**config.mk**
```make
export PLATFORM = sky130hd
export DESIGN_NAME = instr_fetch
export DESIGN_NICKNAME = d
export VERILOG_FILES = /design/src/rtl/ifetch_pkg.sv /design/src/rtl/fetch_buffer.sv /design/src/rtl/instr_fetch.sv
export SDC_FILE = /design/constraint.sdc
export NUM_CORES = 1
export LEC_CHECK = 0
export ABC_AREA = 0
export BUFFER_PORTS_ARGS = -buffer_cell sky130_fd_sc_hd__buf_2
export CAP_MARGIN = 30
export CORE_ASPECT_RATIO = 1.2
export CORE_MARGIN = 5
export CORE_UTILIZATION = 48
export CTS_CLUSTER_SIZE = 10
export DETAILED_ROUTE_END_ITERATION = 12
export GPL_TIMING_DRIVEN = 0
export PLACE_DENSITY = 0.74
export SYNTH_ARGS = -nofsm -noshare
export SYNTH_HDL_FRONTEND = slang
export SYNTH_HIERARCHICAL = 1
export SYNTH_SLANG_ARGS = --single-unit
```
**constraint.sdc**
```tcl
create_clock -name clock -period 2.3 [get_ports clock]
set_clock_uncertainty 0.1 [all_clocks]
set_input_delay 0.345 -clock clock [delete_from_list [all_inputs] [get_ports clock]]
set_output_delay 0.345 -clock clock [all_outputs]
set_load 0.02 [all_outputs]
```
**src/rtl/ifetch_pkg.sv**
```systemverilog
// ifetch_pkg: shared types and constants for the instruction fetch unit.
//   fetch_state_e : fetch FSM states (REQ, WAIT, DRAIN)
//   INSTR_BYTES   : byte stride between sequential instructions
//   INSTR_W       : instruction word width
//   NOP_WORD      : canonical RV32 NOP (addi x0, x0, 0), used as filler data
package ifetch_pkg;

    localparam int unsigned INSTR_BYTES = 4;
    localparam int unsigned INSTR_W     = 32;

    localparam logic [INSTR_W-1:0] NOP_WORD = 32'h0000_0013;

    // REQ: may issue a read; WAIT: live response pending; DRAIN: stale response pending
    typedef enum logic [1:0] {
        REQ   = 2'd0,
        WAIT  = 2'd1,
        DRAIN = 2'd2
    } fetch_state_e;

endpackage

```
**src/rtl/fetch_buffer.sv**
```systemverilog
// fetch_buffer: one-entry valid/ready holding register for {instr, pc}.
//   clock, reset   : rising-edge clock, synchronous active-high reset
//   load_i         : capture load_instr_i / load_pc_i, entry becomes valid
//   load_instr_i   : instruction word to capture
//   load_pc_i      : PC of the instruction to capture
//   consume_i      : downstream ready; clears a valid entry unless loading
//   flush_i        : drop the entry (wins over load and consume)
//   valid_o        : entry holds a fetched instruction
//   instr_o, pc_o  : held instruction word and its PC
module fetch_buffer
    import ifetch_pkg::*;
#(
    parameter int unsigned WIDTH = 32
) (
    input  logic               clock,
    input  logic               reset,
    input  logic               load_i,
    input  logic [INSTR_W-1:0] load_instr_i,
    input  logic [WIDTH-1:0]   load_pc_i,
    input  logic               consume_i,
    input  logic               flush_i,
    output logic               valid_o,
    output logic [INSTR_W-1:0] instr_o,
    output logic [WIDTH-1:0]   pc_o
);

    logic               valid_q, valid_d;
    logic [INSTR_W-1:0] instr_q, instr_d;
    logic [WIDTH-1:0]   pc_q,    pc_d;

    // Next entry: flush beats load, load beats consume (load+consume keeps the new entry)
    always_comb begin
        valid_d = valid_q;
        instr_d = instr_q;
        pc_d    = pc_q;
        if (flush_i) begin
            valid_d = 1'b0;
        end else if (load_i) begin
            valid_d = 1'b1;
            instr_d = load_instr_i;
            pc_d    = load_pc_i;
        end else if (consume_i && valid_q) begin
            valid_d = 1'b0;
        end
    end

    // Entry registers
    always_ff @(posedge clock) begin
        if (reset) begin
            valid_q <= 1'b0;
            instr_q <= '0;
            pc_q    <= '0;
        end else begin
            valid_q <= valid_d;
            instr_q <= instr_d;
            pc_q    <= pc_d;
        end
    end

    assign valid_o = valid_q;
    assign instr_o = instr_q;
    assign pc_o    = pc_q;

endmodule

```
**src/rtl/instr_fetch.sv**
```systemverilog
// instr_fetch: sequential instruction fetch with redirect, one outstanding
// word read to instruction memory, and a one-entry output buffer to decode.
//   clock, reset         : rising-edge clock, synchronous active-high reset
//   redirect/redirect_pc : load a new fetch PC (low two bits ignored)
//   imem_req/imem_addr   : read request and word-aligned address
//   imem_ready           : memory accepts when imem_req && imem_ready
//   imem_rvalid/rdata    : read response, one per accepted request
//   instr_valid/instr/instr_pc : fetched instruction presented to decode
//   instr_ready          : decode consumes when instr_valid && instr_ready
module instr_fetch
    import ifetch_pkg::*;
#(
    parameter int unsigned     WIDTH    = 32,
    parameter logic [WIDTH-1:0] RESET_PC = '0
) (
    input  logic               clock,
    input  logic               reset,
    input  logic               redirect,
    input  logic [WIDTH-1:0]   redirect_pc,
    output logic               imem_req,
    output logic [WIDTH-1:0]   imem_addr,
    input  logic               imem_ready,
    input  logic               imem_rvalid,
    input  logic [INSTR_W-1:0] imem_rdata,
    output logic               instr_valid,
    output logic [INSTR_W-1:0] instr,
    output logic [WIDTH-1:0]   instr_pc,
    input  logic               instr_ready
);

    localparam logic [WIDTH-1:0] PC_STEP = WIDTH'(INSTR_BYTES);

    fetch_state_e     state_q, state_d;
    logic [WIDTH-1:0] pc_q, pc_d;
    logic [WIDTH-1:0] pc_inflight_q, pc_inflight_d;
    logic [WIDTH-1:0] redirect_target;
    logic             buf_load;
    logic             unused_redirect_lsbs;

    assign redirect_target      = {redirect_pc[WIDTH-1:2], 2'b00};
    assign unused_redirect_lsbs = ^redirect_pc[1:0];

    // Next-state, pc update, request and buffer-load control
    always_comb begin
        state_d       = state_q;
        pc_d          = pc_q;
        pc_inflight_d = pc_inflight_q;
        buf_load      = 1'b0;

        // Only request when the buffer can take the result (empty or draining now)
        imem_req = (state_q == REQ) && !reset && !redirect
                   && (!instr_valid || instr_ready);

        unique case (state_q)
            REQ: begin
                // Stray rvalid here is ignored by construction
                if (imem_req && imem_ready) begin
                    state_d       = WAIT;
                    pc_inflight_d = pc_q;
                end
            end
            WAIT: begin
                if (imem_rvalid) begin
                    buf_load = 1'b1;
                    pc_d     = pc_inflight_q + PC_STEP;
                    state_d  = REQ;
                end
            end
            DRAIN: begin
                if (imem_rvalid) begin
                    state_d = REQ;
                end
            end
            default: state_d = REQ;
        endcase

        // Redirect discards any response landing this cycle and any pending one
        if (redirect) begin
            buf_load = 1'b0;
            pc_d     = redirect_target;
            if (state_q == WAIT && !imem_rvalid) begin
                state_d = DRAIN;
            end
        end
    end

    // State, fetch PC and in-flight PC registers
    always_ff @(posedge clock) begin
        if (reset) begin
            state_q       <= REQ;
            pc_q          <= RESET_PC;
            pc_inflight_q <= RESET_PC;
        end else begin
            state_q       <= state_d;
            pc_q          <= pc_d;
            pc_inflight_q <= pc_inflight_d;
        end
    end

    assign imem_addr = pc_q;

    fetch_buffer #(
        .WIDTH (WIDTH)
    ) u_fetch_buffer (
        .clock        (clock),
        .reset        (reset),
        .load_i       (buf_load),
        .load_instr_i (imem_rdata),
        .load_pc_i    (pc_inflight_q),
        .consume_i    (instr_ready),
        .flush_i      (redirect),
        .valid_o      (instr_valid),
        .instr_o      (instr),
        .pc_o         (instr_pc)
    );

endmodule

```
==> results of run 1 <==
==> cells by family after synthesis <==
logic type | after synthesis | share of synthesized area, %
muxes | 2 | 0.321
AOI/OAI and AO/OA | 165 | 15.6
adders and majority gates | 4 | 0.802
buffers and inverters | 66 | 5.76
xor gates and xnor gates | 26 | 3.65
and+or+nand+nor | 309 | 31.8
DFF | 131 | 42.0
==> sequential cells by signal, indices dropped and copies added, names as in the netlist <==
signal                  cells
u_fetch_buffer/valid_o      1
pc_inflight_q              32
u_fetch_buffer/pc_o        32
u_fetch_buffer/instr_o     32
state_q                     2
imem_addr                  32
==> where the power goes <==
part	leakage, uW	internal [uW]	switching, uW
logic	0.00188	196	260
clock network	0.000274	1690	1010
registers	0.00106	2320	44.1
total	0.00321	4210	1310
==> metal layers <==
layer	GRT usage, %	up-vias	routed length, um
li1	-	2853	-
met1	30.0	2698	8010
met2	38.3	221	8650
met3	5.83	27	1280
met4	7.85	0	305
met5	0	-	0
==> repair_timing <==
action / CTS / global route
endpoints found under the setup margin: 61 / 76
buffers inserted: 0 / 0
resized for setup: 3 / 6
cloned: 0 / 0
==> final cells by class <==
cell class	instances	area share, %
Inverter	5	0.238
Timing Repair Buffer	164	10.4
Clock inverter	14	2.08
Multi-Input combinational cell	506	41.6
Sequential cell	131	33.2
Clock buffer	18	5.44
Buffer	61	4.38
Tap cell	164	2.60
==> worst max-delay path, cell delays in order, from the launching register on <==
cell     delay, ps
dfxtp_1        490
nand4_4        210
nor4_4         690
xnor2_1        150
a211o_1        330
a21oi_2        120
==> final timing paths <==
path / startpoint / to / slack, ps / depth (start not counted)
max: pc_inflight_q[8] / imem_addr[13] / 130 / 5
min: redirect_pc[12] / imem_addr[12] / 20 / 2
max reg2reg: pc_inflight_q[8] / imem_addr[13] / 130 / 5
min reg2reg: u_fetch_buffer/pc_o[24] / u_fetch_buffer/pc_o[24] / 360 / 2
==> layout by cell type, fill, tap and decap left out, types with 5 or more instances in the layout <==
master / instances
o21ai_1: 44
nor3_1: 5
buf_6: 10
xnor2_1: 8
clkinvlp_4: 6
inv_1: 5
o22ai_1: 15
nand2_1: 93
buf_2: 184
clkbuf_1: 23
nand4bb_1: 64
o21ai_2: 20
dfxtp_1: 131
xor2_1: 18
a21oi_1: 62
nand3_1: 10
nor2_1: 33
nand2b_1: 65
clkbuf_16: 17
o21ai_0: 7
nand4_1: 12
==> metrics by stage <==
step / hold WS, ps / util, % / total power [uW] / worst slack [ps]
after floorplan: 348 / - / 2680 / 392
after global placement: 348 / 57.1 / 2850 / -240
after detailed placement: 351 / 57.1 / 2860 / -269
after CTS: 9.43 / 61.8 / 5550 / 25.0
after global routing: 11.5 / 62.0 / 5710 / 1.28
final: 21.1 / 62.0 / 5520 / 133
==> metrics.md, run 1 <==
| Metric | Value |
|---|---|
| Syn Area/Cell | `8.87 sq um` |
| Fill cells | `roughly 1,200` |
| Vias in the first global route | `5,603` |
| Sequential area share after synthesis | `42.0%` |
| Cts hold-fix bufs | `0` |
| Slew HR | `52.4%` |
| Outcome | `finished, final reports clean` |
| Max Root-Sink Buffers | `2` |
| Max-Cap Viols | `0` |
| Flops & latches, synth | `131` |
| Diodes inserted | `0` |
| Max-slew violations | `0` |
| Layout area overhead | `26.4%` |
| F_max | `0.462 GHz` |
| Syn_nets | `777` |
| H-tree levels | `4` |
| Num rows | `45` |
| Clock root cell | `clkbuf_16` |
| Vias per cell | `between 5 and 6` |
| Routed wire length per instance | `17.2 um` |
| Peak VDD IR | `0.311 mV` |
| Crit path max fanout | `10` |
| Area of the multi-input gates | `around 3300 sq um` |
| Ranking of synthesized cells by area | `dfxtp_1, nand4bb_1, nand2b_1` |
| CTS Buf Count | `17` |
| DR vias | `5,799` |
| Clock transition at path regs | `60 ps` |
| Pwr per Cell Area | `700 nW/um^2` |
| Initial antenna violation count | `0` |
| Least-Margin Pin Slew | `709 ps` |
| Final hold viol count | `0` |
| Gr ovfl total | `0` |
| Synth top cells by count | `dfxtp_1, nand2_1, nand2b_1` |
| Critical Path RT | `around 2600 ps` |
| CP Class | `register to register` |
| Yosys cell types | `49` |
| P_leak | `0.00321 uW` |
| GP Congestion | `~0.85` |
| Final net count | `960` |
| Starting Density | `49.0%` |
| Cell with the most instances after synthesis | `dfxtp_1` |
| Port bufs | `164` |
| Placed Cells | `between 1,000 and 1,500` |
| Sum Neg Setup Slack | `0 ps` |
| Number of routed nets with antenna violations | `0` |
| Core Box Area | `12,700 sq um` |
| Worst Path Arrival | `2420 ps` |
| Top_reg_cell synth | `dfxtp_1` |
| Cell area after placement | `between 7000 and 8000 sq um` |
| Hpwl dp | `13.4 mm` |
| Die area | `15,400 sq um` |
| CTS tree | `done` |
| Post-route design area | `~7900 sq um` |
| Post-Syn Area | `6240 sq um` |
| Initial DRC Count | `362` |
| FF/Latch Area | `2620 sq um` |
| Cells after synthesis | `703` |
| CTS sink count | `around 130` |
| Synth warnings | `6` |
| DRC viols | `0` |
| First-pass GRT wire length | `28.8 mm` |
| Startpoint class of the critical path | `register` |
| Chip width | `approximately 110 um` |
| Drt total wl | `18.3 mm` |
| Number of synthesized flops with an enable pin | `0` |
| GRT Util Overall | `23.4%` |
| Synth async-reset ratio | `0%` |
| CP endpoint kind | `register` |
| Vert. Die Dim | `~130 um` |
| Clk Latency, worst-skew pair | `420 ps` |
| Setup violations, final | `0` |
| Final period util | `between 90% and 100%` |
| I/O pins | `approximately 170` |
| Yosys top cell area share | `about 42%` |
| Unrepaired setup endpoints after global routing | `no` |
| Worst Hold Class | `input port to register` |
| Pre-antenna DRT Iters | `6` |
| Minimum clock period | `2170 ps` |
| Pin count of the biggest net entering global routing | `17` |
| Yosys top cell by area | `dfxtp_1` |
| Layout Cells excl Fill | `1,063` |
| Layout cells sized above 1 | `between 20% and 30%` |
(Power assumes the default switching activity.)
==> run 2: changes to the inputs <==
--- a/config.mk
+++ b/config.mk
@@ -8,7 +8,7 @@
 export ABC_AREA = 0
 export BUFFER_PORTS_ARGS = -buffer_cell sky130_fd_sc_hd__buf_2
 export CAP_MARGIN = 30
-export CORE_ASPECT_RATIO = 1.2
+export CORE_ASPECT_RATIO = 1.75
 export CORE_MARGIN = 5
 export CORE_UTILIZATION = 48
 export CTS_CLUSTER_SIZE = 10
==> run 2 against run 1 <==
Register-to-register slack worse by 20 ps. Cell area grew 0.60%. Flip-flop and latch count unchanged. Wire length up 1.8%. Sequential power is essentially flat. Non-clock buffer count up 1. Largest cell class unchanged. Critical endpoint is now imem_addr[22]. First-iteration DRC count decreased by 3.0%.
==> metrics.md, run 2 (synthesis results as in run 1) <==
| Metric | Value |
|---|---|
| Outcome | `finished, final reports clean` |
| Pint | `around 4400 uW` |
| GRT Util Overall | `24.0%` |
| Max-slew violations | `0` |
| Min-Delay Path Depth | `3` |
| Switching part of the total power | `22.5%` |
| CTS Buf Count | `17` |
| Cell area after placement | `7270 sq um` |
| Clock transition at path regs | `60 ps` |
| Least-Margin Pin Slew | `690 ps` |
| Reg2Reg Launch Point | `pc_inflight_q[2]` |
| Initial DRC Count | `351` |
| Comb power frac | `8.1%` |
| P_leak | `roughly 0.0033 uW` |
| Clock root cell | `clkbuf_16` |
| Gr ovfl total | `0` |
| Chip width | `96.2 um` |
| H-tree levels | `4` |
| CP Class | `register to register` |
| Pre-antenna DRT Iters | `5` |
| Crit. Startpoint | `pc_inflight_q[2]` |
| Cts hold-fix bufs | `0` |
| Layout Cells excl Fill | `1,071` |
| Pin count of the biggest net entering global routing | `17` |
| Initial antenna violation count | `0` |
| CTS tree | `done` |
| Critical Path RT | `2480 ps` |
| Most frequent cells in the layout | `buf_2, dfxtp_1, nand2_1` |
| Diodes inserted | `0` |
| CTS sink count | `131` |
| Num rows | `55` |
| First-pass GRT wire length | `a little under 30 mm` |
| DRC viols | `0` |
| Placed Cells | `1,038` |
| Max-Cap Viols | `0` |
| Seq pwr share | `41.8%` |
| Post-route design area | `roughly 8000 sq um` |
| CP endpoint kind | `register` |
| Clk Latency, worst-skew pair | `around 420 ps` |
| Die area | `around 15,000 sq um` |
| Final period util | `95.1%` |
| Worst Path Arrival | `2370 ps` |
| Worst Hold Class | `input port to register` |
| R2r endpoint | `imem_addr[22]` |
| Vias per cell | `5.50` |
| Minimum clock period | `2190 ps` |
| Commonest non-fill, non-tap cell in the layout | `buf_2` |
| Sw Pwr | `1270 uW` |
| Sum Neg Setup Slack | `0 ps` |
| Final net count | `961` |
| Vias in the first global route | `5,829` |
| Clock share of power | `approximately 50%` |
| Post-Route Utilization | `61.7%` |
| Pwr per Cell Area | `about 700 nW/um^2` |
| Number of routed nets with antenna violations | `0` |
| Layout area overhead | `27.2%` |
| Worst hold start | `redirect_pc[17]` |
| F_max | `approximately 0.46 GHz` |
| Port bufs | `164` |
| Hpwl dp | `approximately 14 mm` |
| Layout cells sized above 1 | `29.1%` |
| Starting Density | `~48%` |
| Slew HR | `54.0%` |
| Reg2reg setup slack | `between 100 and 150 ps` |
| R2R depth | `6` |
| Setup violations, final | `0` |
| Core Box Area | `~13,000 sq um` |
| Worst Hold Path EP | `imem_addr[17]` |
| Crit path max fanout | `10` |
| Unrepaired setup endpoints after global routing | `no` |
| Drt total wl | `18.6 mm` |
| Vert. Die Dim | `roughly 160 um` |
| DR vias | `5,889` |
| Startpoint class of the critical path | `register` |
| Max Root-Sink Buffers | `2` |
| Peak VDD IR | `0.443 mV` |
| GP Congestion | `0.875` |
| Final hold viol count | `0` |
| Routed wire length per instance | `about 17 um` |
| I/O pins | `168` |
run 2: cell count changes in the layout (fill, tap and decap cells not counted), sizes merged:
cell      change
clkbuf        +4
clkinvlp      -4
buf           +1
bufinv        +1
clkinv        -1
run 2: final cells by class:
| cell class | count | area [sq um] |
|---|---|---|
| fill | 1178 | 4930 |
| multi-input combinational | 506 | 3290 |
| sequential | 131 | 2620 |
| timing repair buffer | 165 | 828 |
| clock buffer | 22 | 464 |
| buffer | 61 | 345 |
| tap | 171 | 214 |
| clock inverter | 10 | 155 |
| inverter | 5 | 18.8 |
run 2: worst max-delay path: stages (launching register included):
cell and delay [ps]:
dfxtp_1 450, ha_1 300, nand4_1 220, nor3_4 490
nand3_1 190, xor2_1 210, o22ai_1 100
run 2: worst max-delay path by stage:
stage	to	slack (ps)	cells past startpoint
4_1_cts	u_fetch_buffer/pc_o[12]	6	9
5_1_grt	imem_addr[31]	1	6
6_report	imem_addr[22]	110	6
3_5_place_dp	u_fetch_buffer/pc_o[12]	-350	9
3_3_place_gp	u_fetch_buffer/pc_o[12]	-330	9
2_1_floorplan	pc_inflight_q[27]	390	8
run 2: repair_timing:
action                                 in CTS  in global routing
pin swaps                                   0                  2
gates resized for setup                     6                  4
endpoints found under the hold margin       0                  0
setup buffers                               0                  1
setup endpoints to repair                  68                 70
run 2: layer usage:
metal | GRT usage (%) | vias to the layer above | part of all wire (%)
li1 | - | 2838 | -
met1 | 26.8 | 2789 | 38
met2 | 42.1 | 227 | 52
met3 | 5.90 | 35 | 7.1
met4 | 10.1 | 0 | 2.7
met5 | 0 | - | 0
run 2: power groups by stage:
stage                     logic, uW  clock network (uW)  registers [uW]
after floorplan                 238                   0            2440
after CTS                       455                2870            2360
after global routing            493                2980            2370
after detailed placement        451                   0            2410
final                           456                2830            2360
after global placement          447                   0            2410
run 2: metrics by stage:
step	hold WS (ps)	power (uW)	setup slack, ps
6_report	21.4	5650	112
5_1_grt	30.6	5830	1.46
4_1_cts	5.18	5690	6.03
3_5_place_dp	351	2860	-353
3_3_place_gp	348	2860	-330
2_1_floorplan	348	2680	392
==> run 3: changes to the inputs <==
--- a/config.mk
+++ b/config.mk
@@ -14,7 +14,7 @@
 export CTS_CLUSTER_SIZE = 10
 export DETAILED_ROUTE_END_ITERATION = 12
 export GPL_TIMING_DRIVEN = 0
-export PLACE_DENSITY = 0.74
+export PLACE_DENSITY = 0.71
 export SYNTH_ARGS = -nofsm -noshare
 export SYNTH_HDL_FRONTEND = slang
 export SYNTH_HIERARCHICAL = 1
==> run 3 against run 2 <==
Register-to-register slack barely moved. Sequential power is essentially flat. Non-clock buffer count rose by 1. Core utilization down 0.087 points. First-iteration DRC count is 2.8% higher. Worst setup slack gained 0.52 ps. Flip-flop and latch count stayed put. Highest routed layer unchanged. Via count down 1.5%. Global-route usage decreased by 0.079 points. Critical path type unchanged. Total power is 2.7% lower. Critical endpoint is now u_fetch_buffer/pc_o[12]. Critical path depth is 3 higher.
==> metrics.md, run 3 (synthesis results as in run 1) <==
| Metric | Value |
|---|---|
| DRC viols | `0` |
| Unrepaired setup endpoints after global routing | `no` |
| CTS sink count | `131` |
| Starting Density | `48.5%` |
| DR vias | `roughly 5,800` |
| Post-Route Utilization | `61.6%` |
| Commonest non-fill, non-tap cell in the layout | `buf_2` |
| WHS | `23.6 ps` |
| CP delay by family, top | `buffers and inverters` |
| Routed wire length per instance | `17.4 um` |
| Final hold viol count | `0` |
| P_leak | `0.00324 uW` |
| Setup violations, final | `0` |
| Seq pwr share | `43.0%` |
| I/O pins | `168` |
| Crit path max fanout | `10` |
| Clock share of power | `48.7%` |
| Num rows | `55` |
| Vert. Die Dim | `161 um` |
| Pwr per Cell Area | `around 700 nW/um^2` |
| CP Class | `register to register` |
| Max-slew violations | `0` |
| GP Congestion | `just under 0.9` |
| Max-Cap Viols | `0` |
| Layout cells sized above 1 | `29.3%` |
| Core Box Area | `12,900 sq um` |
| Switching part of the total power | `23.3%` |
| Hpwl dp | `13.9 mm` |
| Layout area overhead | `27.0%` |
| Die area | `15,500 sq um` |
| CP endpoint kind | `register` |
| Gr ovfl total | `0` |
| Sw Pwr | `approximately 1300 uW` |
| Slew HR | `between 50% and 60%` |
| Outcome | `finished, final reports clean` |
| Comb power frac | `8.3%` |
| Critical-path cell list | `inv_1 -> ha_1 -> nand2_2 -> clkbuf_4 -> nor2_4 -> buf_4 -> buf_2 -> nand4bb_1 -> o21ai_2` |
| CTS Buf Count | `17` |
| CTS tree | `done` |
| Drt total wl | `about 19 mm` |
| Max Root-Sink Buffers | `2` |
| WP buf/inv | `4` |
| Minimum clock period | `approximately 2200 ps` |
| Vias per cell | `5.41` |
| Chip width | `96.2 um` |
| H-tree levels | `4` |
| Clock root cell | `clkbuf_16` |
| First-pass GRT wire length | `28.8 mm` |
| CP max stage cell | `dfxtp_1` |
| Critical Path RT | `2550 ps` |
| Worst Path Arrival | `2430 ps` |
| Least-Margin Pin Slew | `663 ps` |
| Cell area after placement | `roughly 7300 sq um` |
| GRT Util Overall | `23.9%` |
| Pre-antenna DRT Iters | `5` |
| Pin count of the biggest net entering global routing | `17` |
| Final net count | `962` |
| Final period util | `95.1%` |
| Cts hold-fix bufs | `0` |
| Initial DRC Count | `between 300 and 400` |
| Overall power | `5500 uW` |
| Vias in the first global route | `5,707` |
| Fill cells | `around 1,200` |
| Port bufs | `about 160` |
| F_max | `0.457 GHz` |
| Clock transition at path regs | `60 ps` |
| Post-route design area | `7920 sq um` |
| Crit path largest cell delay | `slightly above 300 ps` |
| Worst Hold Class | `input port to register` |
| Initial antenna violation count | `0` |
| Startpoint class of the critical path | `register` |
| Pint | `4210 uW` |
| Peak VDD IR | `0.454 mV` |
| Number of routed nets with antenna violations | `0` |
| Most frequent cells in the layout | `buf_2, dfxtp_1, nand2_1` |
| Clk Latency, worst-skew pair | `410 ps` |
## run 3: metal layers
layer / global-route usage [%] / wire length (um)
met5: 0 / 0
met4: 9.91 / 540
met3: 4.92 / 1320
met2: 42.7 / 9790
met1: 26.7 / 7040
## run 3: power by group through the flow
stage	registers, uW	clock network [uW]	logic, uW
global placement	2410	0	450
finish	2360	2680	456
detailed placement	2410	0	453
floorplan	2440	0	238
CTS	2360	2710	455
global route	2370	2820	494
## run 3: through the flow
step	setup TNS (ps)	instances	worst slack, ps
floorplan	0	703	392
global placement	-18340	1038	-337
detailed placement	-19320	1038	-344
CTS	0	1070	10.1
global route	0	1072	1.00
finish	0	1073	112
## run 3: final timing paths
path / slack (ps) / depth (start not counted) / from / to
worst max-delay path: 110 / 9 / state_q[1] / u_fetch_buffer/pc_o[12]
worst min-delay path: 20 / 2 / redirect_pc[12] / imem_addr[12]
worst max register to register: 110 / 9 / state_q[1] / u_fetch_buffer/pc_o[12]
worst min register to register: 360 / 2 / u_fetch_buffer/instr_o[26] / u_fetch_buffer/instr_o[26]
## run 3: area by class of cell
class	count	area (sq um)	area share [%]
Multi-Input combinational cell	506	3280	41.4
Buffer	61	345	4.36
Clock buffer	23	488	6.16
Clock inverter	9	103	1.29
Timing Repair Buffer	166	848	10.7
Tap cell	171	214	2.70
Inverter	5	18.8	0.237
Sequential cell	131	2620	33.1
Antenna cell	1	2.50	0.0316
## run 3: what timing repair did
| action | CTS | global route |
|---|---|---|
| gates resized for setup | 5 | 4 |
| setup buffers | 0 | 2 |
| pin swaps | 0 | 2 |
| setup endpoints to repair | 72 | 72 |
